**src/rtl/multiplier_clock_gen.sv**
```systemverilog
// rtl/multiplier_clock_gen.sv - divided clocks Clk200/Clk400 and delayed enable En for the Booth controller (optional ticks: CLKGEN_TICK_EN)
module multiplier_clock_gen #(
   parameter int DIV_FAST = 2,
   parameter int DIV_SLOW = 4,
   parameter int EN_DELAY = 3,
   parameter int CNT_W    = 8
) (
   input  logic Clk,
   input  logic Reset,
`ifdef CLKGEN_TICK_EN
   output logic Tick200,
   output logic Tick400,
`endif
   output logic En,
   output logic Clk200,
   output logic Clk400
);

   // Terminal counts of the half-period counters and of the enable delay counter
   localparam logic [CNT_W-1:0] FAST_TC = CNT_W'(DIV_FAST / 2 - 1);
   localparam logic [CNT_W-1:0] SLOW_TC = CNT_W'(DIV_SLOW / 2 - 1);
   localparam logic [CNT_W-1:0] EN_TC   = CNT_W'(EN_DELAY - 1);

   // Reject parameter sets that cannot give a 50% duty or a nonzero enable delay
   if ((DIV_FAST < 2) || (DIV_FAST % 2 != 0)) begin : g_bad_fast
      $error("multiplier_clock_gen: DIV_FAST must be even and >= 2");
   end
   if ((DIV_SLOW < 2) || (DIV_SLOW % 2 != 0) || (DIV_SLOW % DIV_FAST != 0)) begin : g_bad_slow
      $error("multiplier_clock_gen: DIV_SLOW must be even and a multiple of DIV_FAST");
   end
   if (EN_DELAY < 1) begin : g_bad_en
      $error("multiplier_clock_gen: EN_DELAY must be >= 1");
   end
   if (((DIV_SLOW / 2) >= (2 ** CNT_W)) || (EN_DELAY >= (2 ** CNT_W))) begin : g_bad_w
      $error("multiplier_clock_gen: CNT_W too narrow for DIV_SLOW/2 or EN_DELAY");
   end

   logic [CNT_W-1:0] r_fast_cnt;
   logic [CNT_W-1:0] r_slow_cnt;
   logic [CNT_W-1:0] r_en_cnt;
   logic             r_clk200;
   logic             r_clk400;
   logic             r_en;
   logic             w_fast_tc;
   logic             w_slow_tc;

   assign w_fast_tc = (r_fast_cnt == FAST_TC);
   assign w_slow_tc = (r_slow_cnt == SLOW_TC);

   // Fast divider: toggle Clk200 every DIV_FAST/2 base edges
   always_ff @(posedge Clk or posedge Reset) begin
      if (Reset) begin
         r_fast_cnt <= '0;
         r_clk200   <= 1'b0;
      end else if (w_fast_tc) begin
         r_fast_cnt <= '0;
         r_clk200   <= ~r_clk200;
      end else begin
         r_fast_cnt <= r_fast_cnt + CNT_W'(1);
      end
   end

   // Slow divider: toggle Clk400 every DIV_SLOW/2 base edges, phase fixed by reset release
   always_ff @(posedge Clk or posedge Reset) begin
      if (Reset) begin
         r_slow_cnt <= '0;
         r_clk400   <= 1'b0;
      end else if (w_slow_tc) begin
         r_slow_cnt <= '0;
         r_clk400   <= ~r_clk400;
      end else begin
         r_slow_cnt <= r_slow_cnt + CNT_W'(1);
      end
   end

   // Enable delay: count edges until EN_DELAY, then latch En high and freeze the counter
   always_ff @(posedge Clk or posedge Reset) begin
      if (Reset) begin
         r_en_cnt <= '0;
         r_en     <= 1'b0;
      end else if (!r_en) begin
         r_en_cnt <= r_en_cnt + CNT_W'(1);
         if (r_en_cnt == EN_TC) begin
            r_en <= 1'b1;
         end
      end
   end

   assign En     = r_en;
   assign Clk200 = r_clk200;
   assign Clk400 = r_clk400;

`ifdef CLKGEN_TICK_EN
   logic r_tick200;
   logic r_tick400;

   // Rising-edge ticks: registered on the same edge the divided clock goes 0->1
   always_ff @(posedge Clk or posedge Reset) begin
      if (Reset) begin
         r_tick200 <= 1'b0;
         r_tick400 <= 1'b0;
      end else begin
         r_tick200 <= w_fast_tc && !r_clk200;
         r_tick400 <= w_slow_tc && !r_clk400;
      end
   end

   assign Tick200 = r_tick200;
   assign Tick400 = r_tick400;
`endif

endmodule

```
**config.mk**
```make
export PLATFORM = sky130hd
export DESIGN_NAME = multiplier_clock_gen
export DESIGN_NICKNAME = d
export VERILOG_FILES = /design/src/rtl/multiplier_clock_gen.sv
export SDC_FILE = /design/constraint.sdc
export NUM_CORES = 1
export LEC_CHECK = 0
export ABC_AREA = 1
export CELL_PAD_IN_SITES_DETAIL_PLACEMENT = 0
export CELL_PAD_IN_SITES_GLOBAL_PLACEMENT = 1
export CORE_ASPECT_RATIO = 0.6
export CORE_UTILIZATION = 35
export CTS_CLUSTER_SIZE = 30
export DETAILED_ROUTE_END_ITERATION = 10
export PLACE_DENSITY = 0.72
export SYNTH_ARGS = -nofsm -noshare
export SYNTH_HDL_FRONTEND = slang
export SYNTH_SLANG_ARGS = --single-unit
```
**constraint.sdc**
```tcl
create_clock -name Clk -period 3.1 [get_ports Clk]
set_input_delay 0.31 -clock Clk [delete_from_list [all_inputs] [get_ports Clk]]
set_output_delay 0.31 -clock Clk [all_outputs]
set_load 0.1 [all_outputs]
```
Word-level counts from Yosys, hierarchy flattened
Cells that the tools add are included.
W data, S select, Z words.
{"block": "word_totals", "register_bits": 27, "in_bits": 2, "output_inout_bits": 3, "word_cells": 18}
{"block": "classes", "addsub": 3, "n_eq_ne": 2, "n_mux": 4, "n_bitwise": 2, "n_reduce_logical": 1}
{"cell": "$add A8 B1 Y8 const B", "n": 3}
{"cell": "$mux W8", "n": 2}
{"cell": "$eq A8 B1 Y1 const B", "n": 1}
{"cell": "$eq A8 B2 Y1 const B", "n": 1}
{"cell": "$logic_not A8 Y1", "n": 1}
{"cell": "$mux W1", "n": 2}
{"cell": "$not A1 Y1", "n": 2}

Logic depth before layout (Yosys ltp)
{"block": "logic_depth", "word_depth": 3, "mapped_depth": 7}

Worst setup path before layout
OpenSTA, ideal clock, no wires.
{"block": "synth_timing", "path_kind": "reg2reg", "start": "register r_en, in the netlist En", "end": "register r_en_cnt[5]", "arrival_ns": 1.434, "required_time_ns": 2.987, "path_slack_ns": 1.553, "stages_incl_launch_ff": 8, "path_buffers": 0, "period_less_slack_ns": 1.547, "cell_sequence": "dfrtp_1 -> inv_2 -> nand2_1 -> nor2_4 -> nand2_1 -> nand2_1 -> nand2_1 -> inv_1"}
{"element": "start: declaration", "line": "43", "rtl": "logic r_en;"}
{"element": "start signal: assignment", "line": "80", "rtl": "r_en <= 1'b0;"}
{"element": "start signal: assignment", "line": "84", "rtl": "r_en <= 1'b1;"}
{"element": "end signal: assignment", "line": "82", "rtl": "r_en_cnt <= r_en_cnt + CNT_W'(1);"}
{"element": "end: declaration", "line": "40", "rtl": "logic [CNT_W-1:0] r_en_cnt;"}

Worst setup path in the final report
{"block": "layout_timing", "start": "register r_clk400, in the netlist Clk400", "end": "output Clk400"}
{"element": "start: declaration", "line": "42", "rtl": "logic r_clk400;"}
{"element": "start signal: assignment", "line": "70", "rtl": "r_clk400 <= ~r_clk400;"}
{"element": "end: declaration", "line": "16", "rtl": "output logic Clk400"}
No word-level cell between the ends.

==> flow_summary.rst <==
.. list-table::
   :header-rows: 1

   * - Metric
     - Value
   * - Die width
     - slightly above 80 um
   * - Syn nets
     - between 150 and 200
   * - PostCTS Resize Cnt
     - 0
   * - Area of the core
     - roughly 0.0034 mm^2
   * - Peak supply drop
     - between 0.2 and 0.25 mV
   * - Path type of the worst setup path
     - register to primary output
   * - Antenna-violating nets left
     - 0
   * - Final-layout setup total negative slack
     - 0 ps
   * - Count of unresolved DRC violations after routing
     - 0
   * - Detailed Routing Iterations Pass 1
     - 4
   * - Largest cells by area after synthesis
     - dfrtp_1 50%, nand2_1 9.5%, inv_1 8.1%
   * - Biggest cell delay along the critical path
     - 1140 ps
   * - Required arrival time at the worst endpoint
     - roughly 2800 ps
   * - Top achievable clock speed
     - approximately 0.48 GHz
   * - Number of failing setup endpoints in the final timing report
     - 0
   * - Core utilization of the finished layout
     - 0.431
   * - Clock share of power
     - 0.352
   * - Count of fill cells added during filler insertion
     - roughly 350
   * - Clock tree root buffer cell
     - clkbuf_8
   * - Number of antenna diodes
     - 0
   * - Launch point of the worst path
     - Clk400
   * - Share of total power in sequential cells
     - 0.634
   * - Synthesis warning total
     - 0
   * - Final Hold Viols
     - 0
   * - Most frequent cells in the layout
     - 34 x nand2_1, 29 x inv_1, 27 x dfrtp_1, 16 x nor2_1, 9 x xor2_1
   * - Net switching fraction of the power
     - 0.200
   * - Cts hold-fix bufs
     - 0
   * - Cell family contributing the most delay on the critical path
     - buffers and inverters
   * - Port Buffer Count
     - 4
   * - I/O pin count
     - 5
   * - Synthesized area divided by synthesized cell count
     - about 8.9 um^2
   * - Remaining global-route overflow
     - 0
   * - CTS tree
     - yes
   * - Row Count
     - 16
   * - Beginning of the worst register-to-register path
     - r_slow_cnt[0]
   * - Maximum number of buffers from clock root to sink
     - 2
   * - Maximum number of pins on one net before global-route repair
     - 28
   * - Number of maximum-capacitance constraint violations
     - 0
   * - Number of cells in the finished layout apart from fillers
     - around 200
   * - Switch Pwr
     - 111 uW
   * - Design internal power
     - approximately 440 uW
   * - Number of buffers added by the clock tree synthesis step
     - 3
   * - Data arrival time at the worst-slack endpoint
     - between 1500 and 2000 ps
   * - Outcome
     - completed
   * - Final critical delay including setup and external delays
     - between 2000 and 2500 ps
   * - Count of mapped cells out of synthesis
     - 150
   * - 1st-iter DRT viols
     - 27
   * - Static Leak
     - 0.000819 uW
   * - Yosys reg bits
     - 27
   * - Count of buffer and inverter cells on the critical path
     - 1
   * - Most common library cell in the layout ignoring fill and taps
     - nand2_1
   * - Die Ht
     - approximately 50 um
   * - Class of the most critical hold timing path
     - register to register
   * - Buffers inserted during post-CTS setup optimization
     - 0
   * - Area post-placement
     - ~0.0014 mm^2
   * - Post-synthesis instance area
     - ~0.0013 mm^2
   * - Part of the power in combinational logic
     - 0.014
   * - Total routing usage reported by global routing
     - 0.120
   * - Power density over the cells
     - roughly 370 mW/mm^2
   * - Vias after detailed routing
     - 856
   * - Number of distinct library cells after synthesis
     - 20
   * - Worst slew slack as a fraction of its limit
     - 0.330
   * - Routed wire length
     - a little under 2 mm
   * - Slowest CP cell
     - clkdlybuf4s50_1
   * - Total clock sinks
     - 27
   * - Clk pin slew, worst setup/hold paths
     - about 90 ps
   * - Pins Over Slew Limit
     - 0
   * - Final Skew
     - ~6.2 ps
   * - Sequential fraction of the synthesis area
     - 0.504
   * - Average wire length per cell after detail routing
     - just under 10 um
   * - Area leader, netlist
     - dfrtp_1
   * - Largest driver fanout on the critical path
     - 2
   * - Category of the worst setup path capture point
     - primary output
   * - Wire length of the first global-routing pass
     - 3.68 mm
   * - Crit path launch type
     - register
   * - Slew at the pin closest to its max-slew limit
     - ~1000 ps
   * - Insertion delay of the later-clocked pin in the worst-skew pair
     - 270 ps
   * - Initial standard-cell utilization of the core
     - 0.389
   * - Detailed-placement wirelength estimate
     - ~1.5 mm
   * - Die ar.
     - slightly above 0.004 mm^2
   * - Final GP Congestion
     - just under 0.8
   * - Area Overhead vs Synth
     - 10.6%
   * - Startpoint of the worst hold path
     - Clk200
   * - List of cells traversed by the critical path
     - clkdlybuf4s50_1
   * - Post-route design area
     - about 0.0015 mm^2
   * - Unrepaired setup endpoints after global routing
     - false
   * - Final cycle utilization of the critical path
     - 0.673
   * - Portion of synthesized cell area occupied by the leading cell type
     - 0.504
   * - Via density per instance
     - 4.22
   * - Antenna violations before repair
     - 0
   * - Number of nets in the layout
     - between 150 and 200
   * - Number of cells in the design after placement
     - a little under 200
   * - Number of global-route vias before repair
     - roughly 860
   * - Share of final-layout standard cells stronger than drive strength 1
     - 0.133
   * - H-tree levels
     - 1
state kept, by name, indices dropped and copies added, names as in the netlist:
| signal | flops |
|---|---|
| En | 1 |
| r_slow_cnt | 8 |
| Clk400 | 1 |
| r_fast_cnt | 8 |
| Clk200 | 1 |
| r_en_cnt | 8 |
power groups by stage:
stage | clock network (uW) | registers (uW) | logic [uW]
detailed placement | 0 | 359 | 8.62
global route | 230 | 352 | 9.80
global placement | 0 | 359 | 8.31
floorplan | 0 | 359 | 5.22
finish | 196 | 352 | 7.74
CTS | 213 | 352 | 8.56
metrics by stage:
step	power [uW]	worst slack (ps)	hold slack, ps
2_1_floorplan	364	1550	363
3_3_place_gp	367	1310	456
3_5_place_dp	367	1310	457
4_1_cts	573	990	480
5_1_grt	591	933	494
6_report	555	1010	473
cell type report:
cell class	count	area [um^2]	share of cell area
repair buffers	4	37.5	0.0253
well taps	45	56.3	0.0380
clock inverters	1	7.51	0.00506
clock buffers	3	41.3	0.0278
flip-flops and latches	27	676	0.456
multi-input cells	92	547	0.369
inverters	31	118	0.0793
cell families after synthesis:
group,synth area share
AO/OA/AOI/OAI,0.0336
flip-flops,0.504
AND/OR/NAND/NOR,0.253
XOR/XNOR,0.0654
buffers and inverters,0.0878
adder cells (fa/ha/maj),0.0560
path summary, 6_finish.rpt:
kind,slack [ps],end,depth (start not counted)
max,1010,Clk400,1
min,470,Clk200,1
max reg2reg,1870,r_slow_cnt[6],6
min reg2reg,470,Clk200,1
max in group asynchronous,1920,r_fast_cnt[2],2
min in group asynchronous,570,r_fast_cnt[4],2
Yosys cell counts:
cell type and count:
a21o_1 1, a31o_2 2, clkinv_2 1, dfrtp_1 27, ha_1 6, inv_1 29
inv_2 1, nand2_1 34, nand2_2 1, nand3_1 5, nand3_2 3, nand4_1 2
nor2_1 16, nor2_2 3, nor2_4 3, nor3b_2 2, o21ai_0 2, o21ai_1 2
xnor2_1 1, xor2_1 9
per-layer routing:
| metal | GRT usage | vias to the layer above | share of wire |
|---|---|---|---|
| met4 | 0.0175 | 0 | 0.0021 |
| met1 | 0.175 | 381 | 0.57 |
| met5 | 0 | - | 0 |
| met2 | 0.169 | 9 | 0.39 |
| met3 | 0.0444 | 2 | 0.039 |
| li1 | - | 464 | - |
Power figures use the tool's default switching activity.
==> variant (config.mk and constraints unchanged) <==
Set the parameter `CNT_W` to 9 (it was 8).
--- a/src/rtl/multiplier_clock_gen.sv
+++ b/src/rtl/multiplier_clock_gen.sv
@@ -3,7 +3,7 @@
    parameter int DIV_FAST = 2,
    parameter int DIV_SLOW = 4,
    parameter int EN_DELAY = 3,
-   parameter int CNT_W    = 8
+   parameter int CNT_W    = 9
 ) (
    input  logic Clk,
    input  logic Reset,
Function: same outputs for any inputs over 10 cycles, from zero or initial values and one cycle with Reset high; that may be too few to reach the edited logic, so the function may still have changed.
==> variant against the unedited design <==
- die area rose by 14%
- count of clock-buffer cells in the layout rose by 3
- area after synthesis rose by 14%
- final area rose by 21%
- utilization rose by 0.27 points
- sequential cell count rose by 3
- clock power rose to 2.5 times the old value
- worst setup slack got worse by 0.0087 ns
- total power rose by 62%
- critical path depth did not move
- sequential share of layout area fell by 3.8 points
- synthesized cell count rose by 26%
- routed wire length rose by 28%
==> variant: results (changes against the unedited design) <==
Met3 Resource Use GR: 0.05148 (+0.007038)
R2R setup slack: 1.89 ns (+0.02 ns)
Vias: 1063 (+24%)
Slew headroom: 0.3563 (+0.02646)
Gr usage total: 0.1390 (+0.01947)
Clock Skews: 0.008990 ns (+0.002786 ns)
Lkg Pwr: 0.0009647 µW (+18%)
CP max FO: 3 (+1)
Worst R2R End: r_fast_cnt[0]
Outcome: finished, final reports clean
Syn_nets: 197 (+25%)
HP Class: input port to async pin
CTS Buf Count: 5 (+2)
Largest net degree at the start of global routing: 31 (+11%)
Seq_cells: 30 (+11%)
Repair and plain buffers: 5 (+1)
Wire length on met1: 1.545 mm (+39%)
Fillers: 425 (+20%)
DR iter-0 viols: 39 (+44%)
Most frequent cells after synthesis: nand2_1, inv_1, dfrtp_1
DP Worst Slack: 1.312 ns (+0.003280 ns)
Compound-Gate Fraction of Synth Area: 0.02122 (-0.01239)
Vias in the first global route: 995 (+16%)
Clock-cell share: 0.07944 (+0.04653)
Sequential cell area share: 0.4181 (-0.03758)
#MultiIn Comb: 119 (+29%)
Post-synthesis adder-cell area fraction: 0.04898 (-0.007043)
Tcrit/Tclk final: 0.6762 (+0.002803)
Post-Synth XOR/XNOR Area: 0.06857 (+0.003212)
Post-DP HPWL: 1.839 mm (+26%)
Global-route wire length before repair: 4.623 mm (+25%)
Grt met1 use: 0.1994 (+0.02439)
Clk Tree Root Cell: clkbuf_8
Max VDD drop: 0.2145 mV (-2.4%)
Fin nets: 209 (+25%)
Inverters: 40 (+29%)
H-tree Lvls: 2 (+1)
Top Registers: r_en_cnt: 9 flops, r_fast_cnt: 9 flops, r_slow_cnt: 9 flops
Pre-antenna DRT Iters: 3 (-1)
Sequential area share after synthesis: 0.4898 (-0.01441)
Reg2reg path depth: 7 (+1)
Multi-input combinational cell area: 631.9 µm² (+16%)
Worst r2r src: r_fast_cnt[0]
Clock buffer count: 6 (+3)
Synth cell types: 19 (-5.0%)
Met2 Wirelength: 831 µm (+9.8%)
Gpl congestion: 0.7178 (-8.9%)
Share of cells above drive strength 1: 0.09901 (-0.03390)
Main area contributors after synthesis: dfrtp_1, nand2_1, inv_1, ha_1, nor2_1
Length of routed met3 wiring: 81 µm (+6.6%)
Non-clock buffer share: 0.02509 (-0.0002294)
-- variant: stage by stage --
stage          cell area, µm²  total power [µW]  utilization  std cells
2_1_floorplan            1533             404.5            -        189
3_3_place_gp             1653             409.2       0.3989        254
3_5_place_dp             1653             409.2       0.3989        254
4_1_cts                  1795             911.0       0.4333        262
5_1_grt                  1795             928.2       0.4333        262
6_report                 1795             898.8       0.4333        262
-- variant: worst min path at each step --
stage                      startpoint             to  slack (ns)  depth (start not counted)
after floorplan                 Reset         Clk200        0.40                          1
after global placement    r_en_cnt[8]    r_en_cnt[8]        0.46                          2
after detailed placement  r_en_cnt[8]    r_en_cnt[8]        0.46                          2
after CTS                       Reset  r_slow_cnt[1]        0.40                          3
after global routing            Reset  r_slow_cnt[0]        0.42                          3
final                           Reset  r_fast_cnt[2]        0.39                          3
-- variant: where the power goes --
group          switching [µW]  internal (µW)
registers                   0            391
clock network             155            343
logic                    7.44           2.02
total                     163            736
-- variant: worst min-delay path, delay by kind of cell --
kind	cells	cell delay (ns)
buf+inv	3	0.78
